[src/rtl/pe_mac_stream_if.sv]
// Operand/result bundle for one output-stationary MAC cell.
// master = neighbour/driver side, slave = the PE itself.
interface pe_mac_stream_if #(
    parameter int DATA_W = 8,
    parameter int ACC_W  = 32
);
    // row operand stream from west
    logic              row_in_valid;
    logic              row_in_ready;
    logic [DATA_W-1:0] row_in_dat;
    logic              row_in_last;
    // column operand stream from north
    logic              col_in_valid;
    logic              col_in_ready;
    logic [DATA_W-1:0] col_in_dat;
    // forwarded row stream to east
    logic              row_out_valid;
    logic              row_out_ready;
    logic [DATA_W-1:0] row_out_dat;
    logic              row_out_last;
    // forwarded column stream to south
    logic              col_out_valid;
    logic              col_out_ready;
    logic [DATA_W-1:0] col_out_dat;
    // completed dot product
    logic              res_valid;
    logic              res_ready;
    logic [ACC_W-1:0]  res_dat;
    logic              res_sat;

    modport master (
        output row_in_valid, row_in_dat, row_in_last,
        output col_in_valid, col_in_dat,
        output row_out_ready, col_out_ready, res_ready,
        input  row_in_ready, col_in_ready,
        input  row_out_valid, row_out_dat, row_out_last,
        input  col_out_valid, col_out_dat,
        input  res_valid, res_dat, res_sat
    );

    modport slave (
        input  row_in_valid, row_in_dat, row_in_last,
        input  col_in_valid, col_in_dat,
        input  row_out_ready, col_out_ready, res_ready,
        output row_in_ready, col_in_ready,
        output row_out_valid, row_out_dat, row_out_last,
        output col_out_valid, col_out_dat,
        output res_valid, res_dat, res_sat
    );
endinterface

[src/rtl/pe_mac_stream.sv]
// Integer MAC processing element for the output-stationary systolic array.
// Row/col operands are accepted jointly, forwarded east/south through one
// registered slot each, and their signed product is accumulated after a
// MUL_LAT-deep product pipeline. A 'last' tag on the row stream closes the
// dot product into the result register and clears the accumulator.
module pe_mac_stream #(
    parameter int DATA_W   = 8,
    parameter int ACC_W    = 32,
    parameter int MUL_LAT  = 2,
    parameter int SATURATE = 1
) (
    input  logic           clk,
    input  logic           nrst,
    pe_mac_stream_if.slave bus,
    output logic           error_bit,
    output logic           busy
);
    localparam int PROD_W = 2 * DATA_W;
    localparam logic [ACC_W-1:0] ACC_MAX = {1'b0, {(ACC_W-1){1'b1}}};
    localparam logic [ACC_W-1:0] ACC_MIN = {1'b1, {(ACC_W-1){1'b0}}};

    generate
        if (ACC_W < 2 * DATA_W) begin : g_bad_acc_w
            $error("pe_mac_stream: ACC_W must be >= 2*DATA_W");
        end
        if (MUL_LAT < 1 || MUL_LAT > 4) begin : g_bad_mul_lat
            $error("pe_mac_stream: MUL_LAT must be 1..4");
        end
    endgenerate

    // forward slots
    logic              r_row_full;
    logic [DATA_W-1:0] r_row_dat;
    logic              r_row_last;
    logic              r_col_full;
    logic [DATA_W-1:0] r_col_dat;

    // product pipeline, stage k lives at index k
    logic [PROD_W-1:0] r_prod [1:MUL_LAT];
    logic [MUL_LAT:1]  r_vld_pipe;
    logic [MUL_LAT:1]  r_last_pipe;

    // accumulator / result
    logic [ACC_W-1:0]  r_acc;
    logic              r_ovf_run;
    logic              r_last_pending;
    logic              r_res_valid;
    logic [ACC_W-1:0]  r_res_dat;
    logic              r_res_sat;
    logic              r_error;

    logic              w_row_free;
    logic              w_col_free;
    logic              w_last_block;
    logic              w_acc;
    logic [PROD_W-1:0] w_prod;
    logic [ACC_W:0]    w_prod_ext;
    logic [ACC_W:0]    w_sum;
    logic              w_ovf;
    logic [ACC_W-1:0]  w_acc_nxt;
    logic              w_mac_vld;
    logic              w_mac_last;

    // A second 'last' may not enter while a closed tile still owns the
    // result register, so the write slot is always free when it lands.
    assign w_row_free   = ~r_row_full | bus.row_out_ready;
    assign w_col_free   = ~r_col_full | bus.col_out_ready;
    assign w_last_block = bus.row_in_last & (r_last_pending | (r_res_valid & ~bus.res_ready));
    // nrst gating keeps the readies low while reset is asserted
    assign w_acc        = nrst & bus.row_in_valid & bus.col_in_valid &
                          w_row_free & w_col_free & ~w_last_block;

    assign bus.row_in_ready  = w_acc;
    assign bus.col_in_ready  = w_acc;
    assign bus.row_out_valid = r_row_full;
    assign bus.row_out_dat   = r_row_dat;
    assign bus.row_out_last  = r_row_last;
    assign bus.col_out_valid = r_col_full;
    assign bus.col_out_dat   = r_col_dat;
    assign bus.res_valid     = r_res_valid;
    assign bus.res_dat       = r_res_dat;
    assign bus.res_sat       = r_res_sat;
    assign error_bit         = r_error;
    assign busy              = (|r_vld_pipe) | r_last_pending | r_res_valid;

    assign w_prod     = $signed(bus.row_in_dat) * $signed(bus.col_in_dat);
    assign w_mac_vld  = r_vld_pipe[MUL_LAT];
    assign w_mac_last = r_last_pipe[MUL_LAT];

    // One guard bit above ACC_W: overflow shows as disagreement of the top two bits.
    assign w_prod_ext = {{(ACC_W+1-PROD_W){r_prod[MUL_LAT][PROD_W-1]}}, r_prod[MUL_LAT]};
    assign w_sum      = {r_acc[ACC_W-1], r_acc} + w_prod_ext;
    assign w_ovf      = w_sum[ACC_W] ^ w_sum[ACC_W-1];
    assign w_acc_nxt  = (w_ovf && SATURATE != 0) ? (w_sum[ACC_W] ? ACC_MIN : ACC_MAX)
                                                 : w_sum[ACC_W-1:0];

    // Row forward slot: load on accept (even while popping), else drain on pop.
    always_ff @(posedge clk or negedge nrst) begin
        if (!nrst) begin
            r_row_full <= 1'b0;
            r_row_dat  <= '0;
            r_row_last <= 1'b0;
        end else if (w_acc) begin
            r_row_full <= 1'b1;
            r_row_dat  <= bus.row_in_dat;
            r_row_last <= bus.row_in_last;
        end else if (bus.row_out_ready) begin
            r_row_full <= 1'b0;
        end
    end

    // Column forward slot: same policy as the row slot.
    always_ff @(posedge clk or negedge nrst) begin
        if (!nrst) begin
            r_col_full <= 1'b0;
            r_col_dat  <= '0;
        end else if (w_acc) begin
            r_col_full <= 1'b1;
            r_col_dat  <= bus.col_in_dat;
        end else if (bus.col_out_ready) begin
            r_col_full <= 1'b0;
        end
    end

    // Product pipeline: stage 1 takes the fresh product, later stages shift.
    always_ff @(posedge clk or negedge nrst) begin
        if (!nrst) begin
            r_vld_pipe  <= '0;
            r_last_pipe <= '0;
            for (int k = 1; k <= MUL_LAT; k++) r_prod[k] <= '0;
        end else begin
            r_vld_pipe[1]  <= w_acc;
            r_last_pipe[1] <= w_acc & bus.row_in_last;
            if (w_acc) r_prod[1] <= w_prod;
            for (int k = 2; k <= MUL_LAT; k++) begin
                r_vld_pipe[k]  <= r_vld_pipe[k-1];
                r_last_pipe[k] <= r_last_pipe[k-1];
                r_prod[k]      <= r_prod[k-1];
            end
        end
    end

    // Accumulate stage, tile close into the result register, result pop.
    always_ff @(posedge clk or negedge nrst) begin
        if (!nrst) begin
            r_acc          <= '0;
            r_ovf_run      <= 1'b0;
            r_last_pending <= 1'b0;
            r_res_valid    <= 1'b0;
            r_res_dat      <= '0;
            r_res_sat      <= 1'b0;
            r_error        <= 1'b0;
        end else begin
            if (r_res_valid && bus.res_ready) r_res_valid <= 1'b0;
            if (w_acc && bus.row_in_last) r_last_pending <= 1'b1;
            if (w_mac_vld) begin
                r_error <= r_error | w_ovf;
                if (w_mac_last) begin
                    r_res_dat      <= w_acc_nxt;
                    r_res_sat      <= r_ovf_run | w_ovf;
                    r_res_valid    <= 1'b1;
                    r_acc          <= '0;
                    r_ovf_run      <= 1'b0;
                    r_last_pending <= 1'b0;
                end else begin
                    r_acc     <= w_acc_nxt;
                    r_ovf_run <= r_ovf_run | w_ovf;
                end
            end
        end
    end
endmodule

[src/flat_wrapper.sv]
// flat-port wrapper written by rule: the top's interface ports become plain ports
module pe_mac_stream_flat 
#(
    parameter int DATA_W   = 8,
    parameter int ACC_W    = 32,
    parameter int MUL_LAT  = 2,
    parameter int SATURATE = 1
)
  (clk, nrst, error_bit, busy, bus_row_in_valid, bus_row_in_dat, bus_row_in_last, bus_col_in_valid, bus_col_in_dat, bus_row_out_ready, bus_col_out_ready, bus_res_ready, bus_row_in_ready, bus_col_in_ready, bus_row_out_valid, bus_row_out_dat, bus_row_out_last, bus_col_out_valid, bus_col_out_dat, bus_res_valid, bus_res_dat, bus_res_sat);
  pe_mac_stream_if #(.DATA_W(DATA_W), .ACC_W(ACC_W)) bus_i ();
  input  logic clk;
  input  logic nrst;
  output logic error_bit;
  output logic busy;
  input wire logic [$bits(bus_i.row_in_valid)-1:0] bus_row_in_valid;
  input wire logic [$bits(bus_i.row_in_dat)-1:0] bus_row_in_dat;
  input wire logic [$bits(bus_i.row_in_last)-1:0] bus_row_in_last;
  input wire logic [$bits(bus_i.col_in_valid)-1:0] bus_col_in_valid;
  input wire logic [$bits(bus_i.col_in_dat)-1:0] bus_col_in_dat;
  input wire logic [$bits(bus_i.row_out_ready)-1:0] bus_row_out_ready;
  input wire logic [$bits(bus_i.col_out_ready)-1:0] bus_col_out_ready;
  input wire logic [$bits(bus_i.res_ready)-1:0] bus_res_ready;
  output wire logic [$bits(bus_i.row_in_ready)-1:0] bus_row_in_ready;
  output wire logic [$bits(bus_i.col_in_ready)-1:0] bus_col_in_ready;
  output wire logic [$bits(bus_i.row_out_valid)-1:0] bus_row_out_valid;
  output wire logic [$bits(bus_i.row_out_dat)-1:0] bus_row_out_dat;
  output wire logic [$bits(bus_i.row_out_last)-1:0] bus_row_out_last;
  output wire logic [$bits(bus_i.col_out_valid)-1:0] bus_col_out_valid;
  output wire logic [$bits(bus_i.col_out_dat)-1:0] bus_col_out_dat;
  output wire logic [$bits(bus_i.res_valid)-1:0] bus_res_valid;
  output wire logic [$bits(bus_i.res_dat)-1:0] bus_res_dat;
  output wire logic [$bits(bus_i.res_sat)-1:0] bus_res_sat;
  assign bus_i.row_in_valid = bus_row_in_valid;
  assign bus_i.row_in_dat = bus_row_in_dat;
  assign bus_i.row_in_last = bus_row_in_last;
  assign bus_i.col_in_valid = bus_col_in_valid;
  assign bus_i.col_in_dat = bus_col_in_dat;
  assign bus_i.row_out_ready = bus_row_out_ready;
  assign bus_i.col_out_ready = bus_col_out_ready;
  assign bus_i.res_ready = bus_res_ready;
  assign bus_row_in_ready = bus_i.row_in_ready;
  assign bus_col_in_ready = bus_i.col_in_ready;
  assign bus_row_out_valid = bus_i.row_out_valid;
  assign bus_row_out_dat = bus_i.row_out_dat;
  assign bus_row_out_last = bus_i.row_out_last;
  assign bus_col_out_valid = bus_i.col_out_valid;
  assign bus_col_out_dat = bus_i.col_out_dat;
  assign bus_res_valid = bus_i.res_valid;
  assign bus_res_dat = bus_i.res_dat;
  assign bus_res_sat = bus_i.res_sat;
  pe_mac_stream #(.DATA_W(DATA_W), .ACC_W(ACC_W), .MUL_LAT(MUL_LAT), .SATURATE(SATURATE)) u_core (.clk(clk), .nrst(nrst), .bus(bus_i), .error_bit(error_bit), .busy(busy));
endmodule
[config.mk]
export PLATFORM = sky130hd
export DESIGN_NAME = pe_mac_stream_flat
export DESIGN_NICKNAME = d
export VERILOG_FILES = /design/src/rtl/pe_mac_stream_if.sv /design/src/rtl/pe_mac_stream.sv /design/src/flat_wrapper.sv
export SDC_FILE = /design/constraint.sdc
export NUM_CORES = 1
export LEC_CHECK = 0
export CORE_MARGIN = 4
export CORE_UTILIZATION = 40
export CTS_BUF_LIST = sky130_fd_sc_hd__clkbuf_4 sky130_fd_sc_hd__clkbuf_8
export DETAILED_ROUTE_END_ITERATION = 8
export GPL_TIMING_DRIVEN = 0
export RECOVER_POWER = 25
export SYNTH_ARGS = -nofsm -noshare
export SYNTH_HDL_FRONTEND = slang
export SYNTH_SLANG_ARGS = --single-unit
[constraint.sdc]
create_clock -name clk -period 4.23 [get_ports clk]
set_clock_uncertainty 0.15 [all_clocks]
set_input_delay 0.846 -clock clk [delete_from_list [all_inputs] [get_ports clk]]
set_output_delay 0.846 -clock clk [all_outputs]
set_load 0.01 [all_outputs]
Word-level counts from Yosys, hierarchy flattened
Index checks and enable logic that the tools add are counted.

Mux-type cells: 14. Bitwise gates (word level): 20. Reductions and logical operators: 6. Multipliers: 1. Add/subtract/negate cells: 1.

Operator list (count): 2-to-1 mux 32 bit (3); adder 32 x 16 -> 33 bit (1); multiplier 8 x 8 -> 16 bit (1); 2-to-1 mux 1 bit (11); bitwise AND 1 bit (8); bitwise OR 1 bit (7); inverter 1 bit (4); nonzero test 2 bit (2); logical AND 1 bit (2); AND reduction 2 bit (1); OR reduction 2 bit (1); bitwise XOR 1 bit (1).

Bits in registers: 124. Word-level logic and storage cells: 58. Output and inout bits: 57.

Depth between registers and ports, before layout
Depth in word-level cells: 10. Mapped depth: 19. Mapped depth without buffers: 19.

Least setup slack after synthesis
OpenSTA, ideal clock, no wires.

Path type: input port to flip-flop. Start: in bus_col_in_dat[3]. End: reg u_core.r_prod[31] (netlist bit). Buffers on the path: 0. Library setup time: 135 ps. Cell stages on the path: 16. Data arrival time: 4707 ps. Required time: 3945 ps. Slack: -762 ps. Path through: and2_1 -> fa_1 -> inv_1 -> fa_1 -> inv_1 -> fa_1 -> inv_1 -> fa_1 -> inv_1 -> ha_1 -> and3_1 -> a211oi_1 -> o21bai_1 -> a21oi_1 -> xnor2_1 -> o21ai_0.

Cells in the longest elaborated chain, start to end: 1.

RTL lines: start: declaration (line flat_wrapper.sv:19) `input wire logic [$bits(bus_i.col_in_dat)-1:0] bus_col_in_dat;`; multiplier 8 x 8 -> 16 bit (line pe_mac_stream.sv:86) `assign w_prod = $signed(bus.row_in_dat) * $signed(bus.col_in_dat);`; end signal: indexed assignment (line pe_mac_stream.sv:138) `r_prod[k] <= r_prod[k-1];`; end: declaration (line pe_mac_stream.sv:39) `logic [PROD_W-1:0] r_prod [1:MUL_LAT];`.

No other way between the ends. A chain may end at the register's enable or synchronous reset.

Worst setup path in the final report
Start: in bus_col_in_dat[4]. End: reg u_core.r_prod[31] (netlist bit).

The elaborated chain is that of the path after synthesis.

==> results.rst <==
.. list-table::
   :header-rows: 1

   * - Metric
     - Value
   * - Clock Root Buffer
     - sky130_fd_sc_hd__clkbuf_8
   * - Final antenna diode count
     - 0
   * - Total congestion overflow after global routing
     - 0
   * - Overall fraction of global-route tracks in use
     - 19.1%
   * - Clock transition at path regs
     - 0.09 ns
   * - Number of synthesized register bits
     - 124
   * - Post-synthesis cell area
     - slightly below 9000 um2
   * - Hold Fails Final Rpt
     - 0
   * - Most instantiated cells after synthesis
     - sky130_fd_sc_hd__nand2_1 (133), sky130_fd_sc_hd__dfrtp_1 (124), sky130_fd_sc_hd__inv_1 (103), sky130_fd_sc_hd__a21oi_1 (86), sky130_fd_sc_hd__o21ai_0 (68)
   * - Finished layout cell area
     - between 10,000 and 15,000 um2
   * - Worst-case setup margin in the final layout
     - -0.288 ns
   * - Global-route wire length before repair
     - 37.3 mm
   * - TNS Setup
     - -1.09 ns
   * - Layout-stage area growth over the synthesis result
     - 21.4%
   * - Cell with the most instances after synthesis
     - sky130_fd_sc_hd__nand2_1
   * - Kind of cell adding the most delay to the critical path
     - adder cells
   * - Number of standard cells in the layout, taps in and fillers out
     - 1,347
   * - Via total after detailed routing
     - ~6,900
   * - FMAX
     - 0.221 GHz
   * - Post-Synth Adder-Cell Area
     - 21.3%
   * - Row cnt
     - 54
   * - Unrepaired setup endpoints after global routing
     - yes
   * - Clk sink count
     - around 120
   * - Number of nets at the end of the flow
     - approximately 1,200
   * - CP peak stage delay
     - 0.54 ns
   * - Proportion of register bits with asynchronous set or reset after synthesis
     - 100%
   * - Number of H-tree branching levels
     - 4
   * - Number of input and output port buffers inserted
     - 80
   * - Final routed wire length divided by cell count
     - 16.7 um
   * - Pin count of the biggest net entering global routing
     - 67
   * - Post-Synth XOR/XNOR Area
     - between 4 and 5%
   * - Clock Path Buffers
     - 2
   * - Insertion delay to the later sink of the worst-skew pair
     - 0.47 ns
   * - Data required time of the worst path
     - ~4.4 ns
   * - Number of design-rule violations left by the first detailed-router iteration
     - about 300
   * - Leading post-synthesis cells by cell area
     - sky130_fd_sc_hd__dfrtp_1 (35%), sky130_fd_sc_hd__fa_1 (13%), sky130_fd_sc_hd__ha_1 (8.6%)
   * - Static leakage
     - 4.99 nW
   * - Hold buffer count at cts
     - 0
   * - Cell total after placement
     - around 1,300
   * - Violations in the final reports
     - negative setup slack
   * - IR drop worst, VDD
     - 0.000298 V
   * - Result of the run
     - finished, violations left
   * - EDFF count, synth
     - 0
   * - Worst setup SP type
     - input pin
   * - Number of clock buffers inserted by TritonCTS
     - 17
   * - TritonCTS clock tree
     - built
   * - Dominant cell type by count on the critical path
     - sky130_fd_sc_hd__fa_1
   * - # IOs
     - just over 80
   * - Count of final setup violators
     - 5
   * - Max FO, Critical Path
     - 8
   * - Fraction of layout instances using a drive strength above 1
     - 11.9%
   * - Total Die Area
     - approximately 25,000 um2
   * - Number of design rule violations left after detail routing
     - 0
   * - Number of different library cells in the post-synthesis netlist
     - 65
   * - Worst-path cell chain
     - buf_12 -> and2_4 -> fa_1 -> inv_1 -> fa_1 -> inv_2 -> fa_1 -> inv_1 -> fa_1 -> inv_2 -> ha_4 -> buf_4 -> a21oi_4 -> o21ai_4 -> a211oi_4 -> o21bai_1 -> a21oi_1 -> xnor2_1 -> o21ai_1
   * - Antenna Nets Post-Route
     - 0
   * - Path type of the worst min-delay path
     - in2async
   * - Synth warn
     - 0
   * - Post-route worst hold slack
     - 0.188 ns
   * - Number of global-route vias before repair
     - just over 7,000
   * - Initial Util
     - 40.6%
   * - Ys flop type
     - sky130_fd_sc_hd__dfrtp_1
   * - Routed wire length
     - 22.5 mm
   * - Final critical delay including setup and external delays
     - around 4.5 ns
   * - Final worst-path cycle share
     - 107%
   * - Die Span X
     - 157 um
   * - Placer's final routability congestion estimate
     - between 0.8 and 0.9
   * - Mux cell area share after synthesis
     - 0.496%
   * - Relative slew slack
     - 51.8%
   * - Critical path start-end classification
     - in2reg
   * - Simple-gate portion of the synthesized area
     - 14.9%
   * - Final Max Slew Viols
     - 0
   * - Final total power
     - 8.70 mW
   * - Initial antenna violation count
     - 0
   * - Leading area contributor after synthesis
     - sky130_fd_sc_hd__dfrtp_1
   * - Synthesized netlist cell count
     - 945
   * - Pre-antenna DRT Iters
     - 5
   * - Vertical extent of the die
     - 157 um
   * - Slew at the pin with the worst max-slew slack
     - 0.723 ns
   * - Syn Nets
     - 1,086
   * - Slowest stage cell on the critical path
     - sky130_fd_sc_hd__fa_1
   * - Post-Synthesis Mean Instance Area
     - 9.35 um2
   * - Average via count per standard cell
     - 5.16
   * - Top-area cell type share of the netlist area
     - 35.1%
   * - Power per Cell Area
     - 811 nW/um2
   * - Dpl hpwl
     - ~17 mm
   * - Area inside the core boundary
     - 21,800 um2
   * - Kind of capture point of the worst setup path
     - flip-flop
   * - MaxCap Viol Count
     - 0
   * - Crit path buffers/inverters
     - 6
   * - Fraction of the yosys area taken by sequential cells
     - 35.1%
   * - Arrival time of data at the critical path endpoint
     - 4.69 ns
   * - Compound-gate portion of the synthesized area
     - 17.7%
   * - Main combinational cell family by area after synthesis
     - adder cells
   * - Cell area reported after detailed placement
     - 10,100 um2
## final cells by class
type	instances	area [um2]
repair buffers	91	903
multi-input cells	681	5370
flip-flops and latches	124	3100
clock inverters	15	214
clock buffers	17	234
plain buffers	36	166
well taps	280	350
fillers	2084	11000
inverters	103	390
## final timing paths
path                       cells after the start                       startpoint  slack (ns)                                    end
hold reg to reg                                0  u_core.r_last_pipe[1]$_DFF_PN0_        0.21        u_core.r_last_pipe[2]$_DFF_PN0_
setup / recovery                              19                bus_col_in_dat[4]       -0.29          u_core.r_prod[31]$_DFFE_PN0P_
min in group clk                               0  u_core.r_last_pipe[1]$_DFF_PN0_        0.21        u_core.r_last_pipe[2]$_DFF_PN0_
max in group asynchronous                      2                             nrst        3.03             u_core.r_prod[5]$_DFF_PN0_
hold / removal                                 1                             nrst        0.19  u_core.bus.col_out_dat[7]$_DFFE_PN0P_
setup reg to reg                              11      u_core.r_prod[15]$_DFF_PN0_        0.56           u_core.r_acc[29]$_DFFE_PN0P_
## per-layer routing
metal | vias to the layer above | track usage [%] | part of all wire [%] | routed length [um]
met5 | - | 0 | 0 | 0
met4 | 0 | 4.63 | 1.3 | 284
met3 | 21 | 3.84 | 4.6 | 1030
met2 | 147 | 31.8 | 48 | 10800
met1 | 3402 | 25.9 | 46 | 10400
li1 | 3376 | - | - | -
## state kept, by name, summed over array words and instances (netlist names)
register / cells
u_core.r_acc: 32
u_core.bus.col_out_valid: 1
u_core.bus.res_sat: 1
u_core.bus.col_out_dat: 8
u_core.bus.row_out_valid: 1
u_core.r_ovf_run: 1
u_core.r_last_pipe: 2
u_core.r_prod: 32
u_core.bus.res_dat: 32
u_core.bus.row_out_dat: 8
u_core.error_bit: 1
u_core.r_last_pending: 1
u_core.r_vld_pipe: 2
u_core.bus.row_out_last: 1
u_core.bus.res_valid: 1
## logic make-up (layout without fill, tap and decap cells)
family	Yosys count	count (layout)
adders and majority gates	117	117
and+or+nand+nor	276	276
DFF	124	124
xor gates and xnor gates	42	42
AOI/OAI and AO/OA	243	243
muxes	3	3
buffers and inverters	140	262
## where the power goes
part | leakage, nW | internal (mW) | switching, mW
clock | 0.223 | 0.654 | 0.555
combinational | 3.21 | 2.45 | 3.16
sequential | 1.56 | 1.62 | 0.263
total | 4.99 | 4.72 | 3.97
## layout by cell type (no fill, tap or decap), types with 35 or more instances in the layout
cell,n
sky130_fd_sc_hd__a21oi_1,83
sky130_fd_sc_hd__ha_1,54
sky130_fd_sc_hd__dfrtp_1,123
sky130_fd_sc_hd__fa_1,54
sky130_fd_sc_hd__nand2_1,133
sky130_fd_sc_hd__inv_1,97
sky130_fd_sc_hd__o21ai_0,62
sky130_fd_sc_hd__clkdlybuf4s50_1,63
sky130_fd_sc_hd__and2_1,40
sky130_fd_sc_hd__nor2_1,35
## through the flow
stage               utilization (%)  setup slack, ns
floorplan                         -           -0.462
global placement               46.2            -4.97
detailed placement             46.3            -1.45
CTS                            48.9           -0.304
global route                   49.3           -0.427
finish                         49.3           -0.288
## timing repair
item / CTS / global route
pin swaps: 10 / 15
setup buffers: 7 / 3
setup endpoints to repair: 10 / 10
gates resized for setup: 115 / 23
Note: power is estimated with default switching activity, not from simulation.
